==> src/rtl/ram_rd_streamer_pkg.sv <==
// Shared accelerator definitions for the RAM read streamer: default geometry
// and the controller state encoding.
package ram_rd_streamer_pkg;

    localparam int PKG_VEC_WIDTH = 264;
    localparam int PKG_ARR_DEPTH = 2048;

    typedef enum logic [1:0] {
        IDLE  = 2'd0,
        RUN   = 2'd1,
        DRAIN = 2'd2
    } stream_state_e;

endpackage

==> src/rtl/vec_fifo2.sv <==
// Two-entry vector FIFO with registered head outputs; push and pop may
// happen in the same cycle.
module vec_fifo2
    import ram_rd_streamer_pkg::*;
#(
    parameter int VEC_WIDTH = PKG_VEC_WIDTH
) (
    input  logic                 i_clk,
    input  logic                 i_rst_n,
    input  logic                 i_push,
    input  logic [VEC_WIDTH-1:0] i_push_data,
    input  logic                 i_push_last,
    input  logic                 i_pop,
    output logic                 o_valid,
    output logic [VEC_WIDTH-1:0] o_data,
    output logic                 o_last,
    output logic [1:0]           o_count
);

    logic [VEC_WIDTH-1:0] head_data_r;
    logic                 head_last_r;
    logic [VEC_WIDTH-1:0] tail_data_r;
    logic                 tail_last_r;
    logic [1:0]           count_r;
    logic                 do_pop_s;

    // Pop qualifier: an empty FIFO never pops
    always_comb begin
        do_pop_s = 1'b0;
        if (i_pop && (count_r != 2'd0)) begin
            do_pop_s = 1'b1;
        end else begin
            do_pop_s = 1'b0;
        end
    end

    // Head/tail storage and occupancy; the head register drives the outputs
    always_ff @(posedge i_clk or negedge i_rst_n) begin
        if (!i_rst_n) begin
            head_data_r <= '0;
            head_last_r <= 1'b0;
            tail_data_r <= '0;
            tail_last_r <= 1'b0;
            count_r     <= 2'd0;
        end else begin
            case ({i_push, do_pop_s})
                2'b10: begin
                    if (count_r == 2'd0) begin
                        head_data_r <= i_push_data;
                        head_last_r <= i_push_last;
                        count_r     <= 2'd1;
                    end else if (count_r == 2'd1) begin
                        tail_data_r <= i_push_data;
                        tail_last_r <= i_push_last;
                        count_r     <= 2'd2;
                    end else begin
                        count_r <= count_r;
                    end
                end
                2'b01: begin
                    if (count_r == 2'd2) begin
                        head_data_r <= tail_data_r;
                        head_last_r <= tail_last_r;
                    end else begin
                        head_last_r <= 1'b0;
                    end
                    count_r <= count_r - 2'd1;
                end
                2'b11: begin
                    // Count is unchanged; new data lands behind whatever remains
                    if (count_r == 2'd1) begin
                        head_data_r <= i_push_data;
                        head_last_r <= i_push_last;
                    end else begin
                        head_data_r <= tail_data_r;
                        head_last_r <= tail_last_r;
                        tail_data_r <= i_push_data;
                        tail_last_r <= i_push_last;
                    end
                end
                default: begin
                    count_r <= count_r;
                end
            endcase
        end
    end

    assign o_valid = (count_r != 2'd0);
    assign o_data  = head_data_r;
    assign o_last  = head_last_r && (count_r != 2'd0);
    assign o_count = count_r;

endmodule

==> src/rtl/ram_rd_streamer.sv <==
// Streams a run of vectors out of a synchronous RAM onto a valid/ready bus,
// issuing reads only when the output FIFO is guaranteed to have room.
module ram_rd_streamer
    import ram_rd_streamer_pkg::*;
#(
    parameter int VEC_WIDTH  = PKG_VEC_WIDTH,
    parameter int ARR_DEPTH  = PKG_ARR_DEPTH,
    parameter int ADDR_WIDTH = $clog2(ARR_DEPTH)
) (
    input  logic                  i_clk,
    input  logic                  i_rst_n,
    input  logic                  i_start,
    input  logic [ADDR_WIDTH-1:0] i_base_addr,
    input  logic [ADDR_WIDTH:0]   i_len,
    output logic                  o_busy,
    output logic                  o_done,
    output logic                  o_ram_we,
    output logic [ADDR_WIDTH-1:0] o_ram_addr,
    input  logic [VEC_WIDTH-1:0]  i_ram_data,
    output logic                  o_valid,
    input  logic                  i_ready,
    output logic [VEC_WIDTH-1:0]  o_data,
    output logic                  o_last
);

    localparam int LEN_WIDTH = ADDR_WIDTH + 1;

    stream_state_e         state_r;
    logic [ADDR_WIDTH-1:0] ram_addr_r;
    logic [LEN_WIDTH-1:0]  remaining_r;
    logic                  prime_r;
    logic                  inflight_r;
    logic                  last_inflight_r;
    logic                  busy_r;
    logic                  done_r;

    logic [1:0]            fifo_count_s;
    logic                  fifo_valid_s;
    logic                  fifo_last_s;
    logic                  pop_s;
    logic [2:0]            occupancy_s;
    logic                  credit_ok_s;
    logic                  last_read_s;
    logic                  issue_s;

    function automatic logic [ADDR_WIDTH-1:0] addr_inc(input logic [ADDR_WIDTH-1:0] addr);
        if (addr == ADDR_WIDTH'(ARR_DEPTH - 1)) begin
            return '0;
        end else begin
            return addr + ADDR_WIDTH'(1);
        end
    endfunction

    // Read-credit decision: FIFO entries plus the read in flight, minus this cycle's pop
    always_comb begin
        pop_s       = fifo_valid_s && i_ready;
        occupancy_s = {1'b0, fifo_count_s} + {2'b00, inflight_r};
        credit_ok_s = occupancy_s < (3'd2 + {2'b00, pop_s});
        last_read_s = (remaining_r == LEN_WIDTH'(1));
        issue_s     = 1'b0;
        if ((state_r == RUN) && !prime_r && (remaining_r != '0)) begin
            issue_s = credit_ok_s;
        end else begin
            issue_s = 1'b0;
        end
    end

    // Controller: command acceptance, read issue, completion and busy/done flags.
    // The first RUN cycle only lets the base address settle at the RAM.
    always_ff @(posedge i_clk or negedge i_rst_n) begin
        if (!i_rst_n) begin
            state_r         <= IDLE;
            ram_addr_r      <= '0;
            remaining_r     <= '0;
            prime_r         <= 1'b0;
            inflight_r      <= 1'b0;
            last_inflight_r <= 1'b0;
            busy_r          <= 1'b0;
            done_r          <= 1'b0;
        end else begin
            done_r          <= 1'b0;
            inflight_r      <= issue_s;
            last_inflight_r <= issue_s && last_read_s;
            case (state_r)
                IDLE: begin
                    if (done_r) begin
                        busy_r <= 1'b0;
                    end else if (i_start) begin
                        busy_r <= 1'b1;
                        if (i_len == '0) begin
                            done_r <= 1'b1;
                        end else begin
                            state_r     <= RUN;
                            ram_addr_r  <= i_base_addr;
                            remaining_r <= i_len;
                            prime_r     <= 1'b1;
                        end
                    end else begin
                        busy_r <= busy_r;
                    end
                end
                RUN: begin
                    prime_r <= 1'b0;
                    if (issue_s) begin
                        ram_addr_r  <= addr_inc(ram_addr_r);
                        remaining_r <= remaining_r - LEN_WIDTH'(1);
                        if (last_read_s) begin
                            state_r <= DRAIN;
                        end else begin
                            state_r <= RUN;
                        end
                    end else begin
                        state_r <= RUN;
                    end
                end
                DRAIN: begin
                    if (pop_s && fifo_last_s) begin
                        state_r <= IDLE;
                        done_r  <= 1'b1;
                    end else begin
                        state_r <= DRAIN;
                    end
                end
                default: begin
                    state_r <= IDLE;
                end
            endcase
        end
    end

    vec_fifo2 #(
        .VEC_WIDTH (VEC_WIDTH)
    ) u_fifo (
        .i_clk       (i_clk),
        .i_rst_n     (i_rst_n),
        .i_push      (inflight_r),
        .i_push_data (i_ram_data),
        .i_push_last (last_inflight_r),
        .i_pop       (pop_s),
        .o_valid     (fifo_valid_s),
        .o_data      (o_data),
        .o_last      (fifo_last_s),
        .o_count     (fifo_count_s)
    );

    assign o_busy     = busy_r;
    assign o_done     = done_r;
    assign o_ram_we   = 1'b0;
    assign o_ram_addr = ram_addr_r;
    assign o_valid    = fifo_valid_s;
    assign o_last     = fifo_last_s;

endmodule

==> config.mk <==
export PLATFORM = sky130hd
export DESIGN_NAME = ram_rd_streamer
export DESIGN_NICKNAME = d
export VERILOG_FILES = /design/src/rtl/ram_rd_streamer_pkg.sv /design/src/rtl/vec_fifo2.sv /design/src/rtl/ram_rd_streamer.sv
export SDC_FILE = /design/constraint.sdc
export NUM_CORES = 2
export LEC_CHECK = 0
export CORE_MARGIN = 2
export CORE_UTILIZATION = 45
export CTS_CLUSTER_DIAMETER = 100
export DETAILED_ROUTE_END_ITERATION = 7
export PLACE_DENSITY = 0.71
export SLEW_MARGIN = 20
export SYNTH_ARGS = -nofsm -noshare
export SYNTH_HDL_FRONTEND = slang
export SYNTH_SLANG_ARGS = --single-unit
==> constraint.sdc <==
create_clock -name i_clk -period 4.25 [get_ports i_clk]
set_clock_uncertainty 0.1 [all_clocks]
set_input_delay 1.0625 -clock i_clk [delete_from_list [all_inputs] [get_ports i_clk]]
set_output_delay 1.0625 -clock i_clk [all_outputs]
set_load 0.02 [all_outputs]
==> flow_summary.toml <==
[floorplan]
rows = 91
io_pins = 571
dieArea_um2 = 64000
initial_core_util_pct = 45.4
coreArea_um2 = 61500
fp.dieH_um = 253
fp.dieW_um = 253

[sta]
rsz0062_at_grt = "no"
max_freq_ghz = 0.277
period_share_pct = 85.0
fin_tns_setup_ns = 0
finalCriticalPeriod_ns = 3.61
slew_violations = 0
setup_viol = 0
final_hold_viol_count = 0
tightest_slew_ns = 1.27
max_slew_margin_pct = 15.5

[clocking]
cts_buffers = 61
clockRootBuffer = "clkbuf_16"
path_clk_slew_ns = 0.06
clk_latency_ns = 0.62
holdBufCountCts = 0
cts_sinks = 562
htree_levels = 2
cts_tree = "done"
ctsResizeCount = 0
cts_setup_buffers = 0
cts_buffer_depth = 3

[synth]
avgSynthCellArea_um2 = 10.8
synth.area.top_cells = "dfrtp_1 (50%), mux2_2 (21%), a22oi_1 (7.2%), a31oi_1 (6.2%), nand2_1 (3.8%)"
synth_top_cell_area_share_pct = 50.4
yosys.cell_types.count = 51
seq_area_frac_synth_pct = 50.4
synthCells = 2581
synth.cell_area_um2 = 27900
synth_edf_count = 0
synth-seq-cells = 562
synth_ff_type = "dfrtp_1"
synth-async-reset-ratio_pct = 100
yosysTopAreaCell = "dfrtp_1"
ys_warn_count = 0
synth_nets = 2885

[detailed_routing]
vias_per_cell = 5.90
drtAntennaViolNets = 0
drcViolationCount = 0
drt-total-wl_mm = 85.2
wire_per_inst_um = 21.8
firstDrtPassIters = 5
drt_iter0_drc = 1738
vias = 23036

[setup_path]
cp_data_required_time_ns = 3.09
cp.arrival_ns = 2.45
path_class = "flop to output port"
end_kind = "output port"
crit_path_max_fanout = 7
startpoint_type = "flop"

[grt]
grt_pass1_wl_mm = 132
antenna_found_initial = 18
grt_start_max_net_pins = 158
grt_usage_pct = 25.6
grt_overflow = 0
grt_pass1_vias = 23457

[run_status]
status = "completed"

[placed_design]
hpwlAfterDp_mm = 55.0
dp_cells = 3780
routabilityCongestion = 0.857
io_buffers = 569

[power]
leakagePower_nw = 14.6
irDropWorstVdd_mv = 0.495
p_per_area_nw_per_um2 = 908
p_total_mw = 33.2

[finish]
final_layout_size_suffix_gt1_share_pct = 22.5
nets = 3357
instances_no_fill = 3907
area_growth_syn_to_layout_pct = 31.0
fin_util_pct = 59.4
fillers = 4984

[flow_run]
maxCapViolations = 0

[worst_hold_path]
hold_class = "input port to async pin"
metal layers:
layer	part of all wire (%)	track usage [%]	wire length, um
met1	39	31.5	33300
met2	49	42.7	41900
met3	8.3	7.64	7090
met4	3.3	9.33	2790
met5	0.096	0	82
state kept, by name, summed over array words and instances, names as in the netlist, 2 cells and up:
name / cells
u_fifo.o_data: 264
u_fifo.tail_data_r: 264
remaining_r: 12
u_fifo.o_count: 2
state_r: 2
o_ram_addr: 11
synthesized netlist by cell type, drive strengths merged (3+ instances only):
cell type  count
a21oi         23
a22oi        266
a2bb2oi        3
a31oi        275
and4           3
buf           93
clkbuf       125
dfrtp        562
ha            13
inv           13
mux2         533
nand2        287
nand2b         4
nand3          7
nand4          6
nor2         284
nor2b          4
nor3          11
nor4           6
o21ai         30
o31ai          5
or4            3
report_power, final:
group,switching (mW),internal (mW)
sequential,2.03,8.26
combinational,9.20,8.34
clock,2.22,3.10
path summary, 6_finish.rpt:
kind                                                from                            endpoint  slack, ns  cells after the start
setup / recovery           u_fifo.o_count[0]$_DFFE_PN0P_                             o_valid       0.64                      4
hold / removal                                   i_rst_n  u_fifo.tail_data_r[12]$_DFFE_PN0P_       0.35                      1
setup reg to reg           u_fifo.o_count[0]$_DFFE_PN0P_      u_fifo.o_data[155]$_DFFE_PN0P_       1.00                      8
hold reg to reg                      prime_r$_DFFE_PN0P_                 prime_r$_DFFE_PN0P_       0.40                      2
max in group asynchronous                        i_rst_n          remaining_r[5]$_DFFE_PN0P_       2.63                      3
min in group i_clk                   prime_r$_DFFE_PN0P_                 prime_r$_DFFE_PN0P_       0.40                      2
layout make-up:
cell class | count | area, um^2 | share of cell area [%]
antenna | 15 | 37.5 | 0.103
clock buffer | 92 | 1810 | 4.94
clock inverter | 20 | 189 | 0.517
inverter | 13 | 48.8 | 0.134
multi-input combinational | 1788 | 12900 | 35.4
sequential | 562 | 14100 | 38.5
tap | 790 | 988 | 2.71
timing repair buffer | 627 | 6490 | 17.8
placed cells by master, fill, tap and decap left out, types with 3 or more instances in the layout:
master           synthesis  routed
a21oi_1                 23      22
a22oi_1                266     266
a31oi_1                275     275
and4_1                   3       3
buf_12                   0      28
buf_4                    2      30
bufinv_16                0       3
clkbuf_1               125      17
clkbuf_16                0      63
clkbuf_8                 0      12
clkdlybuf4s50_1          0     568
clkinv_2                 0      14
dfrtp_1                562     562
diode_2                  0      15
ha_1                    13      10
ha_4                     0       3
inv_1                   13      13
mux2_2                 531     531
nand2_1                286     286
nand2b_1                 4       4
nand3_1                  7       7
nand4_1                  6       6
nor2_1                 283     282
nor2b_1                  4       4
nor3_1                  11      11
nor4_1                   6       6
o21ai_0                 27      27
o31ai_1                  5       5
or4_1                    3       3
cell families after synthesis:
kind of cell             count (synthesis)  synth area share [%]
buffers and inverters                  231                  3.53
multiplexers                           533                  21.5
flip-flops                             562                  50.4
other                                    1                0.0134
AO/OA/AOI/OAI                          620                  15.1
AND/OR/NAND/NOR                        621                  8.83
adder cells (fa/ha/maj)                 13                 0.583
per-stage QoR:
| stage | hold slack, ns | worst slack [ns] | area, um^2 |
|---|---|---|---|
| 6_report | 0.353 | 0.638 | 36500 |
| 5_1_grt | 0.368 | 0.499 | 36500 |
| 4_1_cts | 0.368 | 0.573 | 36500 |
| 3_5_place_dp | 0.394 | 0.452 | 34500 |
| 3_3_place_gp | 0.386 | 0.458 | 34500 |
| 2_1_floorplan | 0.368 | 0.955 | 27900 |
critical path, stage by stage (launching register included):
cell and delay, ns:
dfrtp_1 0.48, inv_1 0.10, ha_1 0.33, inv_1 0.21, clkdlybuf4s50_1 0.72
Note: power is estimated with default switching activity, not from simulation.
